==> src/rtl/x_therm_to_bin_pkg.sv <==
// Shared helpers for the thermometer-to-binary loopback decoder.
// Pin mapping of the edge-interleaved word and derived width helpers.
package x_therm_pkg;

  // Pin index that carries linear thermometer bit i (even bits from the low edge, odd from the high)
  function automatic int unsigned therm_lin_idx(input int unsigned i, input int unsigned n);
    return ((i % 2) == 0) ? (i / 2) : (n - 1 - (i / 2));
  endfunction

  function automatic int unsigned bin_w(input int unsigned n);
    return $clog2(n) + 1;
  endfunction

  function automatic int unsigned grp_cnt(input int unsigned n, input int unsigned g);
    return n / g;
  endfunction

endpackage

==> src/rtl/x_therm_to_bin_if.sv <==
// Sample-in / result-out bundle for x_therm_to_bin.
// The master drives samples and the clear request; the slave (the decoder) returns results.
interface x_therm_to_bin_if
  import x_therm_pkg::*;
#(
  parameter int unsigned N     = 64,
  parameter int unsigned ERR_W = 16
);
  localparam int unsigned BW = bin_w(N);

  logic             i_valid;
  logic [N-1:0]     i_therm;
  logic             i_clr_err;
  logic             o_valid;
  logic [BW-1:0]    o_bin;
  logic             o_err;
  logic             o_err_sticky;
  logic [ERR_W-1:0] o_err_cnt;

  modport master (
    output i_valid, i_therm, i_clr_err,
    input  o_valid, o_bin, o_err, o_err_sticky, o_err_cnt
  );

  modport slave (
    input  i_valid, i_therm, i_clr_err,
    output o_valid, o_bin, o_err, o_err_sticky, o_err_cnt
  );
endinterface

==> src/rtl/x_therm_to_bin_popcount.sv <==
// Combinational ones-count of a W-bit vector.
module x_popcount #(
  parameter int unsigned W = 8
) (
  input  logic [W-1:0]       i_vec,
  output logic [$clog2(W):0] o_cnt_c
);
  localparam int unsigned CW = $clog2(W) + 1;

  always_comb begin
    o_cnt_c = '0;
    for (int unsigned k = 0; k < W; k++) begin
      o_cnt_c = o_cnt_c + CW'(i_vec[k]);
    end
  end
endmodule

==> src/rtl/x_therm_to_bin.sv <==
// Three-stage thermometer-to-binary decoder with bubble detection and error tracking.
// De-interleaves the DAC pin order, counts ones, and flags non-monotonic codes.
module x_therm_to_bin
  import x_therm_pkg::*;
#(
  parameter int unsigned N     = 64,
  parameter int unsigned GROUP = 8,
  parameter int unsigned ERR_W = 16
) (
  input  logic            i_clk,
  input  logic            i_nrst,
  x_therm_to_bin_if.slave io_bus
);
  localparam int unsigned BW  = bin_w(N);
  localparam int unsigned GRP = grp_cnt(N, GROUP);
  localparam int unsigned PW  = $clog2(GROUP) + 1;

  logic [N-1:0]     w_lin;
  logic [N-1:0]     r_lin;
  logic             r_v1;

  logic [PW-1:0]    w_part [GRP];
  logic [PW-1:0]    r_part [GRP];
  logic             w_bub;
  logic             r_bub;
  logic             r_v2;

  logic [BW-1:0]    w_sum;
  logic [BW-1:0]    r_bin;
  logic             r_err;
  logic             r_v3;

  logic             r_sticky;
  logic [ERR_W-1:0] r_cnt;

  // Pin order back to linear thermometer order (wiring only)
  for (genvar gi = 0; gi < N; gi++) begin : g_lin
    assign w_lin[gi] = io_bus.i_therm[therm_lin_idx(gi, N)];
  end

  // S1: capture linear word; the word is sampled regardless of valid
  always_ff @(posedge i_clk) begin
    if (!i_nrst) begin
      r_lin <= '0;
      r_v1  <= 1'b0;
    end else begin
      r_lin <= w_lin;
      r_v1  <= io_bus.i_valid;
    end
  end

  // S2: per-group popcounts and bubble detect (a one above a zero)
  for (genvar g = 0; g < GRP; g++) begin : g_pc
    x_popcount #(.W(GROUP)) u_pc (
      .i_vec   (r_lin[g*GROUP +: GROUP]),
      .o_cnt_c (w_part[g])
    );
  end

  assign w_bub = |(r_lin[N-1:1] & ~r_lin[N-2:0]);

  always_ff @(posedge i_clk) begin
    if (!i_nrst) begin
      r_part <= '{default: '0};
      r_bub  <= 1'b0;
      r_v2   <= 1'b0;
    end else begin
      r_part <= w_part;
      r_bub  <= w_bub;
      r_v2   <= r_v1;
    end
  end

  // S3: partial-sum adder; BW bits always hold the full count 0..N
  always_comb begin
    w_sum = '0;
    for (int unsigned g = 0; g < GRP; g++) begin
      w_sum = w_sum + BW'(r_part[g]);
    end
  end

  // Result registers hold their last value across invalid cycles
  always_ff @(posedge i_clk) begin
    if (!i_nrst) begin
      r_bin <= '0;
      r_err <= 1'b0;
      r_v3  <= 1'b0;
    end else begin
      r_v3 <= r_v2;
      if (r_v2) begin
        r_bin <= w_sum;
        r_err <= r_bub;
      end
    end
  end

  // Error tracker: clear has priority over a same-cycle error update
  always_ff @(posedge i_clk) begin
    if (!i_nrst) begin
      r_sticky <= 1'b0;
      r_cnt    <= '0;
    end else if (io_bus.i_clr_err) begin
      r_sticky <= 1'b0;
      r_cnt    <= '0;
    end else if (r_v3 && r_err) begin
      r_sticky <= 1'b1;
      if (r_cnt != '1) begin
        r_cnt <= r_cnt + ERR_W'(1);
      end
    end
  end

  assign io_bus.o_valid      = r_v3;
  assign io_bus.o_bin        = r_bin;
  assign io_bus.o_err        = r_err;
  assign io_bus.o_err_sticky = r_sticky;
  assign io_bus.o_err_cnt    = r_cnt;

endmodule
==> src/flat_wrapper.sv <==
// flat-port wrapper written by rule: the top's interface ports become plain ports
module x_therm_to_bin_flat import x_therm_pkg::*;
#(
  parameter int unsigned N     = 64,
  parameter int unsigned GROUP = 8,
  parameter int unsigned ERR_W = 16
)
  (i_clk, i_nrst, io_bus_i_valid, io_bus_i_therm, io_bus_i_clr_err, io_bus_o_valid, io_bus_o_bin, io_bus_o_err, io_bus_o_err_sticky, io_bus_o_err_cnt);
  x_therm_to_bin_if #(.N(N), .ERR_W(ERR_W)) io_bus_i ();
  input  logic i_clk;
  input  logic i_nrst;
  input wire logic [$bits(io_bus_i.i_valid)-1:0] io_bus_i_valid;
  input wire logic [$bits(io_bus_i.i_therm)-1:0] io_bus_i_therm;
  input wire logic [$bits(io_bus_i.i_clr_err)-1:0] io_bus_i_clr_err;
  output wire logic [$bits(io_bus_i.o_valid)-1:0] io_bus_o_valid;
  output wire logic [$bits(io_bus_i.o_bin)-1:0] io_bus_o_bin;
  output wire logic [$bits(io_bus_i.o_err)-1:0] io_bus_o_err;
  output wire logic [$bits(io_bus_i.o_err_sticky)-1:0] io_bus_o_err_sticky;
  output wire logic [$bits(io_bus_i.o_err_cnt)-1:0] io_bus_o_err_cnt;
  assign io_bus_i.i_valid = io_bus_i_valid;
  assign io_bus_i.i_therm = io_bus_i_therm;
  assign io_bus_i.i_clr_err = io_bus_i_clr_err;
  assign io_bus_o_valid = io_bus_i.o_valid;
  assign io_bus_o_bin = io_bus_i.o_bin;
  assign io_bus_o_err = io_bus_i.o_err;
  assign io_bus_o_err_sticky = io_bus_i.o_err_sticky;
  assign io_bus_o_err_cnt = io_bus_i.o_err_cnt;
  x_therm_to_bin #(.N(N), .GROUP(GROUP), .ERR_W(ERR_W)) u_core (.i_clk(i_clk), .i_nrst(i_nrst), .io_bus(io_bus_i));
endmodule
==> config.mk <==
export PLATFORM = sky130hd
export DESIGN_NAME = x_therm_to_bin_flat
export DESIGN_NICKNAME = d
export VERILOG_FILES = /design/src/rtl/x_therm_to_bin_pkg.sv /design/src/rtl/x_therm_to_bin_if.sv /design/src/rtl/x_therm_to_bin_popcount.sv /design/src/rtl/x_therm_to_bin.sv /design/src/flat_wrapper.sv
export SDC_FILE = /design/constraint.sdc
export NUM_CORES = 1
export LEC_CHECK = 0
export ABC_AREA = 1
export CORE_MARGIN = 3
export CORE_UTILIZATION = 54
export DETAILED_ROUTE_END_ITERATION = 6
export PLACE_DENSITY_LB_ADDON = 0.12
export SYNTH_ARGS = -nofsm -noshare
export SYNTH_HDL_FRONTEND = slang
export SYNTH_SLANG_ARGS = --single-unit
==> constraint.sdc <==
create_clock -name i_clk -period 4.51 [get_ports i_clk]
set_input_delay 0.451 -clock i_clk [delete_from_list [all_inputs] [get_ports i_clk]]
set_output_delay 0.451 -clock i_clk [all_outputs]
set_load 0.01 [all_outputs]
==> run metrics <==
vias per inst 4.47; share of cells above drive strength 1 4.74%; NetSw 1050 uW; CP top delay family adder cells; RSZ-0062 raised after global routing false; Post-Synth XOR/XNOR Area 2.35%; ys flop type dfxtp_1; ranking of synthesized cells by area dfxtp_1 (37%), fa_1 (15%), inv_1 (13%); die area 13800 um^2; post-synthesis compound-gate area fraction 3.70%; syn avg cell area 7.84 um^2; Largest stage delay, worst path 0.57 ns; Final setup viols 0; Root Driver clkbuf_16; ant diodes 0; worst hold path depth 2; Final Hold Viols 0; Post-synth ARST share 0%; Syn Nets 1017; Post-CTS Setup Inserts 0; Syn Inst Count 858; max_cap viols 0; R2R Setup Slk 0.28 ns; Synth Cell Area 6720 um^2; Worst Hold End u_core.r_v2; post-synthesis mux area share 0%; row cnt 40; crit-path cells ha_1, fa_1, xor2_1, fa_1, inv_1, fa_1, fa_1, fa_1, fa_1, o21ai_0, xor2_1, nor2_1, nor2_1; Yosys top cell area share 37.2%; Netlist cell types 25; gpl congestion 0.880; die height 118 um; first-pass GRT wire length 22.0 mm; Critical Path End Type register; antenna violations before repair 0; vias in the first global route 4958; Req. time, crit path 4.85 ns; clock skew 0.00689 ns; gr usage total 19.9%; Buf/Inv on CP 1; Worst-Margin Slew 0.835 ns; CTS tree yes; Yosys warnings 0; H-tree levels 4; 1st-iter DRT viols 200; crit path launch type register; vias after detailed routing 5082; Num CTS Buffers 17; sequential area share after synthesis 37.2%; clk slew on worst S/H paths 0.05 ns; I/O Buffers 93; Area Overhead vs Synth 24.8%; Pins Over Slew Limit 0; sw frac 29.5%; Arr. time, crit path 4.57 ns; DPL Wire Length 9.85 mm; Initial DRT Pass Iterations 5; f_max 0.236 GHz; area leader, netlist dfxtp_1; CP Max Fanout 2; simple-gate share of the synthesized area 20.6%; core area 12100 um^2; GRT Residual Overflow 0; detailed-route wire length per cell 11.3 um; Comb pwr share 28.3%; Max-slew headroom 44.3%; DRT Wirelength 12.9 mm; clock tree buffer depth 2; clock network power share 37.0%; Initial Utilization 55.5%; worst-path cell with the longest stage delay fa_1; io pins 94; Reg power frac 34.6%; Total Nets Final 1116; Post-synth EDFFs 0; WS Path Type reg2reg; largest net degree at the start of global routing 92; worst reg2reg path depth 13; final worst path period need 4.23 ns; Clk Latency, worst-skew pair 0.41 ns; Yosys reg bits 125; capture point of the worst reg-to-reg path u_core.io_bus.o_bin[5]; Final Power 3580 uW; count leader, synth inv_1; Commonest cells post-synth inv_1 (224), nand2_1 (214), dfxtp_1 (125); clock sink count 125; outcome finished, final reports clean; IR drop worst, VDD 0.283 mV; static leakage 0.00443 uW; drc violations 0; worst min path class reg2reg; Post-CTS Resized 0; Internal 2520 uW; post-synthesis adder-cell area fraction 22.6%; Routed Antenna Nets 0; RR Startpoint u_core.r_part[24]; Die X 118 um; hold_buf cts 0; Pwr Density 426 nW/um^2; setup TNS 0 ns; most used cell, CP fa_1; hold wc startpoint u_core.r_v1; largest family of logic cells by synthesized area adder cells; Tcrit/Tclk final 93.8%
[how the worst max path moves through the flow]
| stage | start | end | slack (ns) | cells past startpoint |
|---|---|---|---|---|
| floorplan | u_core.r_part[24] | u_core.io_bus.o_bin[5] | 0.45 | 13 |
| global placement | u_core.r_part[24] | u_core.io_bus.o_bin[5] | 0.36 | 13 |
| detailed placement | u_core.r_part[24] | u_core.io_bus.o_bin[5] | 0.28 | 13 |
| CTS | u_core.r_part[24] | u_core.io_bus.o_bin[5] | 0.27 | 13 |
| global route | u_core.r_part[26] | u_core.io_bus.o_bin[5] | 0.09 | 16 |
| finish | u_core.r_part[24] | u_core.io_bus.o_bin[5] | 0.28 | 13 |
[worst register-to-register path: cells and delay by family, from the launching register on]
kind,cells,cell delay (ns)
AO/OA/AOI/OAI,1,0.23
XOR/XNOR,2,0.34
adder cells (fa/ha/maj),7,3.11
buffers and inverters,1,0.05
flip-flops,1,0.30
AND/OR/NAND/NOR,2,0.13
[cell type report]
type	instances	area, um^2
Timing Repair Buffer	94	933
Tap cell	168	210
Multi-Input combinational cell	493	3310
Fill cell	1054	3720
Inverter	226	848
Sequential cell	125	2500
Clock inverter	7	85.1
Clock buffer	25	495
[layout by cell type (no fill, tap or decap), types with 11 or more instances in the layout]
master	n
nand3_1	20
clkbuf_16	17
xor2_1	11
nand2_1	214
dfxtp_1	125
nor2_1	85
a21oi_1	25
o21ai_0	16
ha_1	40
fa_1	51
clkdlybuf4s50_1	92
inv_1	224
[logic make-up (layout without fill, tap and decap cells)]
kind of cell	Yosys count	count (layout)
compound gates	44	44
simple gates	340	340
buf+inv	240	352
fa+ha+maj	91	91
xor+xnor	18	18
flops	125	125
[through the flow]
stage / hold WS, ns / cell area (um^2) / instances / util, % / worst slack (ns)
6_report: 0.411 / 8390 / 1138 / 69.2 / 0.280
5_1_grt: 0.435 / 8390 / 1138 / 69.2 / 0.0882
4_1_cts: 0.412 / 8390 / 1138 / 69.2 / 0.270
3_5_place_dp: 0.400 / 7810 / 1106 / 64.5 / 0.281
3_3_place_gp: 0.399 / 7810 / 1106 / 64.5 / 0.362
2_1_floorplan: 0.390 / 6720 / 858 / - / 0.445
[sequential cells by signal, indices dropped and copies added (netlist names)]
| register | count |
|---|---|
| u_core.io_bus.o_err_sticky | 1 |
| u_core.r_bub | 1 |
| u_core.io_bus.o_valid | 1 |
| u_core.r_v1 | 1 |
| u_core.r_v2 | 1 |
| u_core.r_part | 32 |
| u_core.io_bus.o_err | 1 |
| u_core.io_bus.o_err_cnt | 16 |
| u_core.r_lin | 64 |
| u_core.io_bus.o_bin | 7 |
[per-layer routing]
metal | wire length [um] | track usage, %
met2 | 6280 | 33.6
met4 | 328 | 8.79
met5 | 0 | 0
met3 | 519 | 5.00
met1 | 5770 | 24.0
[power by group through the flow]
stage | combinational (uW) | clock, uW | sequential [uW]
6_report | 1010 | 1320 | 1240
5_1_grt | 1200 | 1400 | 1250
4_1_cts | 1040 | 1350 | 1240
3_5_place_dp | 1020 | 0 | 1260
3_3_place_gp | 976 | 0 | 1260
2_1_floorplan | 761 | 0 | 1250
Power figures use the tool's default switching activity.
